[config.mk]
export PLATFORM = sky130hd
export DESIGN_NAME = mem_arbiter
export DESIGN_NICKNAME = d
export VERILOG_FILES = /design/src/rtl/mem_arbiter.sv
export SDC_FILE = /design/constraint.sdc
export NUM_CORES = 1
export LEC_CHECK = 0
export ABC_AREA = 1
export BUFFER_PORTS_ARGS = -buffer_cell sky130_fd_sc_hd__buf_2
export CAP_MARGIN = 25
export CORE_MARGIN = 10
export CORE_UTILIZATION = 42
export CTS_CLUSTER_DIAMETER = 40
export DETAILED_ROUTE_END_ITERATION = 10
export GPL_ROUTABILITY_DRIVEN = 0
export PLACE_DENSITY = 0.81
export SYNTH_ARGS = -nofsm -noshare
export SYNTH_HDL_FRONTEND = slang
export SYNTH_SLANG_ARGS = --single-unit
[constraint.sdc]
create_clock -name clock -period 1.5 [get_ports clock]
set_clock_uncertainty 0.2 [all_clocks]
set_input_delay 0.075 -clock clock [delete_from_list [all_inputs] [get_ports clock]]
set_output_delay 0.075 -clock clock [all_outputs]
set_load 0.02 [all_outputs]
[src/rtl/mem_arbiter.sv]
// Two-port round-robin arbiter in front of a single-port-per-direction memory.
// Optionally zero-fills the memory after reset before serving requests.
module mem_arbiter #(
  parameter int unsigned WIDTH  = 8,
  parameter int unsigned DEPTH  = 64,
  parameter bit          CLEAR  = 1'b1,
  localparam int unsigned ADDR_W = (DEPTH > 1) ? $clog2(DEPTH) : 1
) (
  input  logic              clock,
  input  logic              reset,
  input  logic              a_req,
  input  logic              a_we,
  input  logic [ADDR_W-1:0] a_addr,
  input  logic [WIDTH-1:0]  a_wdata,
  output logic              a_gnt,
  output logic              a_rvalid,
  output logic [WIDTH-1:0]  a_rdata,
  input  logic              b_req,
  input  logic              b_we,
  input  logic [ADDR_W-1:0] b_addr,
  input  logic [WIDTH-1:0]  b_wdata,
  output logic              b_gnt,
  output logic              b_rvalid,
  output logic [WIDTH-1:0]  b_rdata,
  output logic              busy,
  output logic [WIDTH-1:0]  mem_data,
  output logic [ADDR_W-1:0] mem_wraddress,
  output logic              mem_wren,
  output logic [ADDR_W-1:0] mem_rdaddress,
  output logic              mem_rden,
  input  logic [WIDTH-1:0]  mem_q
);

  typedef enum logic [0:0] {StClear, StRun} state_e;

  localparam logic [ADDR_W-1:0] LastAddr = ADDR_W'(DEPTH - 1);

  state_e            state_q, state_d;
  logic [ADDR_W-1:0] clr_cnt_q, clr_cnt_d;
  // 0: A wins a tie, 1: B wins a tie (A was granted most recently).
  logic              ptr_q, ptr_d;
  logic              a_rvalid_q, a_rvalid_d;
  logic              b_rvalid_q, b_rvalid_d;

  always_comb begin
    state_d       = state_q;
    clr_cnt_d     = clr_cnt_q;
    ptr_d         = ptr_q;
    a_rvalid_d    = 1'b0;
    b_rvalid_d    = 1'b0;
    a_gnt         = 1'b0;
    b_gnt         = 1'b0;
    mem_data      = '0;
    mem_wraddress = '0;
    mem_wren      = 1'b0;
    mem_rdaddress = '0;
    mem_rden      = 1'b0;

    if (!reset) begin
      unique case (state_q)
        StClear: begin
          mem_wren      = 1'b1;
          mem_wraddress = clr_cnt_q;
          if (clr_cnt_q == LastAddr) begin
            clr_cnt_d = '0;
            state_d   = StRun;
          end else begin
            clr_cnt_d = clr_cnt_q + 1'b1;
          end
        end
        StRun: begin
          if (a_req && (!b_req || !ptr_q)) begin
            a_gnt = 1'b1;
          end else if (b_req) begin
            b_gnt = 1'b1;
          end

          if (a_gnt) begin
            ptr_d = 1'b1;
            if (a_we) begin
              mem_wren      = 1'b1;
              mem_wraddress = a_addr;
              mem_data      = a_wdata;
            end else begin
              mem_rden      = 1'b1;
              mem_rdaddress = a_addr;
              a_rvalid_d    = 1'b1;
            end
          end else if (b_gnt) begin
            ptr_d = 1'b0;
            if (b_we) begin
              mem_wren      = 1'b1;
              mem_wraddress = b_addr;
              mem_data      = b_wdata;
            end else begin
              mem_rden      = 1'b1;
              mem_rdaddress = b_addr;
              b_rvalid_d    = 1'b1;
            end
          end
        end
        default: ;
      endcase
    end
  end

  always_ff @(posedge clock) begin
    if (reset) begin
      state_q    <= CLEAR ? StClear : StRun;
      clr_cnt_q  <= '0;
      ptr_q      <= 1'b0;
      a_rvalid_q <= 1'b0;
      b_rvalid_q <= 1'b0;
    end else begin
      state_q    <= state_d;
      clr_cnt_q  <= clr_cnt_d;
      ptr_q      <= ptr_d;
      a_rvalid_q <= a_rvalid_d;
      b_rvalid_q <= b_rvalid_d;
    end
  end

  // Masking with reset cancels a read whose data would land in the reset cycle.
  assign a_rvalid = a_rvalid_q & ~reset;
  assign b_rvalid = b_rvalid_q & ~reset;
  assign a_rdata  = mem_q;
  assign b_rdata  = mem_q;
  assign busy     = reset | (state_q == StClear);

endmodule

==> impl_metrics.json, run 1 <==
{
  "whs_path_depth": 4,
  "dieArea_um2": 5497,
  "start_util_pct": 44.26,
  "ys_seq_elements": 10,
  "syn_area_per_cell_um2": 6.095,
  "yosysTopAreaCellShare_pct": 16.26,
  "synth_commonest_cells": "nand2_1, nand3_1, inv_1, nand4_1",
  "start_kind": "flop",
  "critPathRequiredTime_ps": 1220,
  "end_kind": "output port",
  "grt_usage_pct": 14.53,
  "multi_input_area_um2": 788.3,
  "ys_seq_area_share_pct": 16.26,
  "cts_root_buffer": "clkbuf_4",
  "max_freq_ghz": 0.6135,
  "grt_overflow_total": 0,
  "grt_pass1_vias": 1471,
  "cts_buffers": 3,
  "dr.pass1.iters": 4,
  "r2r_end": "clr_cnt_q[5]",
  "clockBufferDepth": 2,
  "n_antenna_cell": 0,
  "p_total_uw": 774.2,
  "post-route-period-util_pct": 108.7,
  "min_path_type": "in -> reg",
  "cts_sinks": 10,
  "fin_util_pct": 63.74,
  "via_per_inst": 5.165,
  "hold_slack_ps": -9.503,
  "cap_violations": 0,
  "violations": "negative hold slack, negative setup slack",
  "die_h_um": 74.14,
  "die_x_um": 74.14,
  "arrival_ps": 1360,
  "cp_max_fo": 8,
  "wl_per_cell_um": 14.09,
  "postRouteAntennaNets": 0,
  "grt_pass1_wl_mm": 6.610,
  "grt_setup_unrepaired": "true",
  "synth.area.top_cells": "dfxtp_1, nand2_1, buf_4",
  "place_ws_ps": 43.13,
  "syn_nets": 245,
  "insertion_delay_ps": 270,
  "r2r_start": "state_q",
  "maxSlewHeadroom_pct": 72.11,
  "power_leakage_uw": 0.0009140,
  "drc_errors": 0,
  "yosysMostFrequentCell": "nand2_1",
  "num_rows": 19,
  "synth_ff_type": "dfxtp_1",
  "outcome": "finished, violations left",
  "nets": 304,
  "initialDrtViolationCount": 56,
  "reg2reg_slack_ps": 170,
  "cts_tree": "built",
  "setup_viol": 23,
  "grt_max_degree": 17,
  "async_flop_share_pct": 0,
  "grt_antenna_before_repair": 0,
  "seqCellArea_um2": 207.7,
  "io_pins": 85,
  "synth_warnings": 0,
  "finalWorstSetupSlack_ps": -130.0,
  "h-tree-depth": 1,
  "wl_mm": 4.100,
  "yosysTopAreaCell": "dfxtp_1",
  "vdd_drop_max_mv": 0.4389,
  "finalHoldViolCount": 1,
  "syn_inst": 202,
  "fillerInstances": 258,
  "endpoint": "mem_rden",
  "critical_path_class": "reg -> out",
  "clkSlewWorstSetupHoldPaths_ps": 70,
  "synth_edf_count": 0,
  "port-buffer-count": 60,
  "dp_hpwl_mm": 2.997,
  "finalCriticalPeriod_ps": 1630,
  "synth_area_um2": 1231,
  "p_per_area_nw_per_um2": 436.7,
  "num_vias": 1503,
  "slew_viol_final": 0,
  "area_growth_syn_to_layout_pct": 44.00,
  "core_area_um2": 2781,
  "reg2reg_depth": 7,
  "worstMarginPinSlew_ps": 417.0,
  "crit_start": "ptr_q",
  "ys_types": 24,
  "drive_gt1_share_pct": 39.23
}
## per-stage QoR
stage	instance area, um^2	hold slack (ps)	setup TNS [ps]	instances
final	1773	-9.503	-1818	291
after global routing	1773	0.6168	-3781	291
after CTS	1725	-16.45	-1729	290
after detailed placement	1430	-49.79	0	273
after global placement	1430	-49.79	0	273
after floorplan	1231	42.67	0	202
## report_power, final
group          switching (uW)  internal (uW)
logic                     151           99.7
clock network             100            147
registers                7.18            269
total                     258            516
## metal layers
layer	wire [um]	part of all wire [%]	GRT usage, %	up-vias
li1	-	-	-	769
met1	1671	41	17.24	657
met2	1878	46	23.77	69
met3	478	12	5.319	8
met4	72	1.8	4.555	0
met5	0	0	0	-
## cells by family (layout without fill, tap and decap cells)
group / after synthesis / in the layout / synth area share [%]
flip-flops: 10 / 10 / 16.26
AO/OA/AOI/OAI: 21 / 21 / 8.842
AND/OR/NAND/NOR: 114 / 116 / 48.78
buffers and inverters: 56 / 112 / 25.10
adder cells (fa/ha/maj): 1 / 1 / 1.016
## cell type report
type	count	area share (%)
multi-input combinational	138	44.46
timing repair buffer	81	33.87
sequential	10	11.71
inverter	27	5.716
tap	31	2.188
clock buffer	4	2.047
## cells in the final DEF (no fill, tap or decap), drive strengths merged, types with 4 or more instances in the layout
cell	netlist	final
nor2	21	21
buf	27	71
nand3	26	26
dfxtp	10	10
o21ai	7	7
clkbuf	2	4
nand4	22	22
a21oi	14	14
dlygate4sd3	0	10
nand2	44	46
inv	27	27
## sequential cells by signal, indices dropped and copies added (netlist names)
signal      flops
clr_cnt_q       6
state_q         1
b_rvalid_q      1
a_rvalid_q      1
ptr_q           1
## worst max-delay path, stage by stage, from the launching register on
cell and delay (ps):
dfxtp_4 380, nand2_8 90, nand2_8 100, nand2_4 70, nor2_8 140, nand2_2 90, o21ai_2 80, buf_6 140
## how the worst min path moves through the flow
stage	slack, ps	from	end
4_1_cts	-20	reset	a_rvalid_q
5_1_grt	0.6	reset	a_rvalid_q
3_3_place_gp	-50	mem_q[1]	a_rdata[1]
2_1_floorplan	40	reset	clr_cnt_q[4]
6_report	-10	reset	a_rvalid_q
3_5_place_dp	-50	mem_q[1]	a_rdata[1]
## repair_timing
item	4_1_cts	5_1_grt
cloned	2	0
gates resized for setup	43	12
hold buffers	10	0
pin swaps	14	2
setup buffers	1	1
endpoints found under the setup margin	24	24
endpoints found under the hold margin	23	0
Power figures use the tool's default switching activity.
==> run 2: changes to the inputs <==
--- a/config.mk
+++ b/config.mk
@@ -9,11 +9,11 @@
 export BUFFER_PORTS_ARGS = -buffer_cell sky130_fd_sc_hd__buf_2
 export CAP_MARGIN = 25
 export CORE_MARGIN = 10
-export CORE_UTILIZATION = 42
+export CORE_UTILIZATION = 40
 export CTS_CLUSTER_DIAMETER = 40
 export DETAILED_ROUTE_END_ITERATION = 10
 export GPL_ROUTABILITY_DRIVEN = 0
-export PLACE_DENSITY = 0.81
+export PLACE_DENSITY = 0.78
 export SYNTH_ARGS = -nofsm -noshare
 export SYNTH_HDL_FRONTEND = slang
 export SYNTH_SLANG_ARGS = --single-unit
==> run 2 against run 1 <==
The flow still finishes with violations (negative hold slack, negative setup slack). Utilization is 4.5 points lower. Highest routed layer unchanged. Critical path type unchanged. Non-clock buffer count rose by 1. Routed wire length rose by 9.5%. Global-route usage rose by 0.27 points.
==> impl_metrics.json, run 2 (synthesis results as in run 1) <==
{
  "outcome": "finished, violations left",
  "crit_buf_inv": 1,
  "r2r_start": "clr_cnt_q[0]",
  "cts_buffers": 3,
  "crit_family": "simple AND/OR/NAND/NOR gates",
  "crit_start": "ptr_q",
  "final_common_cell": "nand2_1",
  "insertion_delay_ps": 260,
  "setup_viol": 23,
  "endpoint": "mem_rdaddress[2]",
  "post-route-period-util_pct": 107.6,
  "cts_tree": "built",
  "cts_sinks": 10,
  "h-tree-depth": 1,
  "cp_max_fo": 8,
  "num_rows": 20,
  "path_cells": "nand2_8 > nand2_8 > nand2_4 > nor2_8 > nand3_1 > nand2_1 > buf_6",
  "initialDrtViolationCount": 88,
  "hold_slack_ps": -13.63,
  "min_path_type": "in -> reg",
  "reg2reg_slack_ps": 120,
  "port-buffer-count": 60,
  "worstMarginPinSlew_ps": 417.1,
  "p_per_area_nw_per_um2": 402.0,
  "core_area_um2": 3003,
  "max_freq_ghz": 0.6197,
  "max_flop_register": "clr_cnt_q",
  "grt_antenna_before_repair": 0,
  "critPathRequiredTime_ps": 1220,
  "maxSlewHeadroom_pct": 72.10,
  "finalHoldViolCount": 1,
  "largest_register_ffs": 6,
  "drc_errors": 0,
  "cap_violations": 0,
  "die_x_um": 75.48,
  "vdd_drop_max_mv": 0.2991,
  "finalSetupTns_ps": -1607,
  "violations": "negative hold slack, negative setup slack",
  "cpMostUsedCell": "nand2_8",
  "num_vias": 1543,
  "cts_root_buffer": "clkbuf_4",
  "cp_slowest_cell": "dfxtp_4",
  "worst-path-stages": 7,
  "fillerInstances": 275,
  "p_total_uw": 714.7,
  "start_kind": "flop",
  "power_leakage_uw": 0.0009142,
  "drive_gt1_share_pct": 39.77,
  "grt_pass1_vias": 1523,
  "grt_usage_pct": 14.80,
  "finalCriticalPeriod_ps": 1614,
  "clockBufferDepth": 2,
  "wl_mm": 4.488,
  "slew_viol_final": 0,
  "nets": 304,
  "reg2reg_depth": 6,
  "cp_slowest_stage_delay_ps": 370,
  "grt_overflow_total": 0,
  "dp_hpwl_mm": 3.083,
  "grt_setup_unrepaired": "true",
  "hold_start": "reset",
  "dr.pass1.iters": 4,
  "wl_per_cell_um": 15.37,
  "clkSlewWorstSetupHoldPaths_ps": 60,
  "holdBufCountCts": 9,
  "via_per_inst": 5.284,
  "area_growth_syn_to_layout_pct": 44.41,
  "die_h_um": 75.48,
  "io_pins": 85,
  "critical_path_class": "reg -> out",
  "n_antenna_cell": 0,
  "grt_pass1_wl_mm": 6.768,
  "grt_max_degree": 18,
  "r2r_end": "clr_cnt_q[0]",
  "start_util_pct": 41.00,
  "arrival_ps": 1340,
  "finalWorstSetupSlack_ps": -113.6,
  "dieArea_um2": 5697,
  "final_cell_mix": "nand2_1, buf_2, nand3_1, inv_1, nand4_1",
  "end_kind": "output port",
  "postRouteAntennaNets": 0
}
[run 2: final cells by class]
class | instances | area, um^2 | share of cell area, %
multi-input combinational | 137 | 778.2 | 43.77
timing repair buffer | 82 | 629.4 | 35.40
tap | 33 | 41.29 | 2.322
sequential | 10 | 205.2 | 11.54
inverter | 27 | 101.3 | 5.700
clock buffer | 3 | 22.52 | 1.267
[run 2: layer usage]
| metal | track usage (%) | wire length [um] | vias up |
|---|---|---|---|
| met1 | 15.99 | 1690 | 694 |
| met2 | 26.44 | 2179 | 78 |
| met4 | 3.093 | 73 | 0 |
| met3 | 5.990 | 545 | 6 |
| li1 | - | - | 765 |
| met5 | 0 | 0 | - |
[run 2: repair_timing]
item	CTS	global route
endpoints found under the setup margin	23	24
resized for setup	34	24
hold endpoints to repair	17	1
gates cloned	1	0
setup buffers	2	2
pin swaps	7	7
[run 2: worst min-delay path by stage]
stage,to,slack [ps],cells after the start
floorplan,clr_cnt_q[4],40,3
global placement,a_rdata[5],-50,0
detailed placement,a_rdata[5],-50,0
CTS,state_q,10,3
global route,a_rvalid_q,-10,4
finish,a_rvalid_q,-10,4
[run 2: report_power, final]
| part | internal [uW] | switching (uW) | total [uW] |
|---|---|---|---|
| Clock | 92.5 | 85.8 | 178 |
| Sequential | 271 | 7.79 | 279 |
| Combinational | 103 | 154 | 258 |
| Total | 467 | 248 | 715 |
[run 2: worst reg2reg max path: cells and delay by family, from the launching register on]
kind / cells / cell delay (ps)
AOI/OAI and AO/OA: 1 / 100
and+or+nand+nor: 3 / 320
buffers and inverters: 1 / 50
DFF: 1 / 380
adders and majority gates: 1 / 200
[run 2: through the flow]
stage | utilization (%) | instances | hold slack (ps) | setup WS, ps | instance area, um^2
final | 59.21 | 292 | -13.63 | -113.6 | 1778
after floorplan | - | 202 | 42.67 | 78.68 | 1231
after global placement | 47.71 | 275 | -49.79 | 82.18 | 1433
after CTS | 56.08 | 290 | 13.67 | -112.7 | 1684
after global routing | 59.21 | 292 | -13.72 | -203.8 | 1778
after detailed placement | 47.71 | 275 | -49.79 | 53.05 | 1433
==> run 3: changes to the inputs <==
--- a/config.mk
+++ b/config.mk
@@ -13,7 +13,8 @@
 export CTS_CLUSTER_DIAMETER = 40
 export DETAILED_ROUTE_END_ITERATION = 10
 export GPL_ROUTABILITY_DRIVEN = 0
-export PLACE_DENSITY = 0.78
+export GPL_TIMING_DRIVEN = 0
+export PLACE_DENSITY = 0.88
 export SYNTH_ARGS = -nofsm -noshare
 export SYNTH_HDL_FRONTEND = slang
 export SYNTH_SLANG_ARGS = --single-unit
==> run 3 against run 2 <==
The run still ends with negative hold slack, negative setup slack left. Via count is 8.3% higher. Critical path type unchanged. Fmax decreased by 1.2%. Setup slack worse by 20 ps. Flip-flop and latch count is the same. Sequential share of layout area is 0.91 points lower. Highest routed layer unchanged.
==> impl_metrics.json, run 3 (synthesis results as in run 1) <==
{
  "intPower_uw": 549.6,
  "die_h_um": 75.48,
  "start_kind": "flop",
  "swShare_pct": 32.75,
  "initialDrtViolationCount": 54,
  "cts_buffers": 3,
  "violations": "negative hold slack, negative setup slack",
  "wl_mm": 4.401,
  "finalCriticalPeriod_ps": 1633,
  "maxSlewHeadroom_pct": 69.31,
  "num_vias": 1671,
  "grt_antenna_before_repair": 0,
  "postRouteAntennaNets": 0,
  "switchingPower_uw": 267.7,
  "nets": 330,
  "io_pins": 85,
  "critical_path_class": "reg -> out",
  "dr.pass1.iters": 5,
  "grt_pass1_vias": 1684,
  "drc_errors": 0,
  "die_x_um": 75.48,
  "grt_pass1_wl_mm": 7.176,
  "finalHoldViolCount": 2,
  "clockBufferDepth": 2,
  "dieArea_um2": 5697,
  "cp_slowest_stage_delay_ps": 380,
  "drive_gt1_share_pct": 46.85,
  "clkSlewWorstSetupHoldPaths_ps": 70,
  "final_cell_mix": "buf_2, nand2_1, buf_4, nand3_1, inv_1",
  "core_area_um2": 3003,
  "num_rows": 20,
  "grt_max_degree": 11,
  "worstMarginPinSlew_ps": 460.4,
  "n_antenna_cell": 0,
  "min_path_type": "in -> reg",
  "seqPwrFrac_pct": 34.2,
  "reg2reg_depth": 6,
  "path_cells": "nand2_8 > nand2_8 > clkbuf_16 > nand4_1 > a21oi_1 > buf_4",
  "fillerInstances": 259,
  "post-route-period-util_pct": 108.9,
  "wl_per_cell_um": 13.80,
  "cts_sinks": 10,
  "final_common_cell": "buf_2",
  "holdBufCountCts": 2,
  "fin_util_pct": 64.29,
  "insertion_delay_ps": 270,
  "end_kind": "output port",
  "p_per_area_nw_per_um2": 423.4,
  "worst-path-stages": 6,
  "arrival_ps": 1360,
  "max_freq_ghz": 0.6123,
  "crit_family": "flip-flops",
  "via_per_inst": 5.238,
  "grt_usage_pct": 15.39,
  "p_comb_share_pct": 35.2,
  "critPathRequiredTime_ps": 1220,
  "slew_viol_final": 0,
  "cp_slowest_cell": "dfxtp_4",
  "place_ws_ps": 12.53,
  "max_flop_register": "clr_cnt_q",
  "h-tree-depth": 1,
  "clockPowerShare_pct": 30.6,
  "setup_viol": 24,
  "cpMostUsedCell": "nand2_8",
  "finalWorstSetupSlack_ps": -133.1,
  "cap_violations": 0,
  "cp_max_fo": 9,
  "hold_slack_ps": -15.64,
  "cts_tree": "built",
  "port-buffer-count": 73,
  "vdd_drop_max_mv": 0.5137,
  "dp_hpwl_mm": 3.388,
  "power_leakage_uw": 0.001035,
  "grt_overflow_total": 0,
  "multi_input_area_um2": 772.0,
  "crit_buf_inv": 2,
  "cts_root_buffer": "clkbuf_4",
  "outcome": "finished, violations left",
  "largest_register_ffs": 6,
  "seqCellArea_um2": 205.2,
  "grt_setup_unrepaired": "true",
  "whs_path_depth": 4,
  "area_growth_syn_to_layout_pct": 56.81,
  "start_util_pct": 41.00
}
==> run 3: layout make-up <==
class / count / area share (%)
timing repair buffer: 80 / 28.13
tap: 33 / 2.139
inverter: 27 / 5.250
multi-input combinational: 136 / 39.99
sequential: 10 / 10.63
clock buffer: 4 / 1.879
buffer: 29 / 11.99
==> run 3: timing repair <==
| item | 4_1_cts | 5_1_grt |
|---|---|---|
| endpoints found under the setup margin | 25 | 24 |
| buffers inserted | 4 | 0 |
| endpoints found under the hold margin | 7 | 1 |
| resized for setup | 48 | 9 |
| pin swaps | 2 | 4 |
| cloned | 0 | 1 |
==> run 3: stage by stage <==
| step | TNS, ps | hold slack, ps | power [uW] | area, um^2 | instances |
|---|---|---|---|---|---|
| floorplan | 0 | 42.67 | 456.2 | 1231 | 202 |
| global placement | 0 | 172.0 | 543.3 | 1638 | 308 |
| detailed placement | 0 | 172.3 | 550.2 | 1638 | 308 |
| CTS | -1943 | -18.94 | 808.3 | 1874 | 318 |
| global route | -3977 | -17.04 | 867.0 | 1931 | 319 |
| finish | -2111 | -15.64 | 817.3 | 1931 | 319 |
==> run 3: per-layer routing <==
layer | track usage [%] | routed length [um] | up-vias | part of all wire (%)
li1 | - | - | 816 | -
met1 | 16.07 | 1600 | 758 | 36
met2 | 26.82 | 2213 | 89 | 50
met3 | 6.901 | 519 | 8 | 12
met4 | 5.155 | 68 | 0 | 1.5
met5 | 0 | 0 | - | 0
==> run 3: worst reg2reg max path: cells and delay by family, from the launching register on <==
kind / cells / cell delay (ps)
compound gates: 1 / 80
fa+ha+maj: 1 / 220
buf+inv: 1 / 50
flops: 1 / 400
simple gates: 3 / 290
==> run 3: final timing paths <==
path / startpoint / end / slack (ps)
setup reg to reg: clr_cnt_q[1] / clr_cnt_q[0] / 150
hold reg to reg: ptr_q / ptr_q / 330
setup / recovery: ptr_q / mem_data[2] / -130
hold / removal: b_req / ptr_q / -20
==> run 3: power by group through the flow <==
stage | Clock [uW] | Combinational [uW] | Sequential [uW]
2_1_floorplan | 0 | 172 | 284
5_1_grt | 272 | 315 | 280
3_3_place_gp | 0 | 258 | 286
4_1_cts | 254 | 276 | 278
3_5_place_dp | 0 | 264 | 286
6_report | 250 | 288 | 279
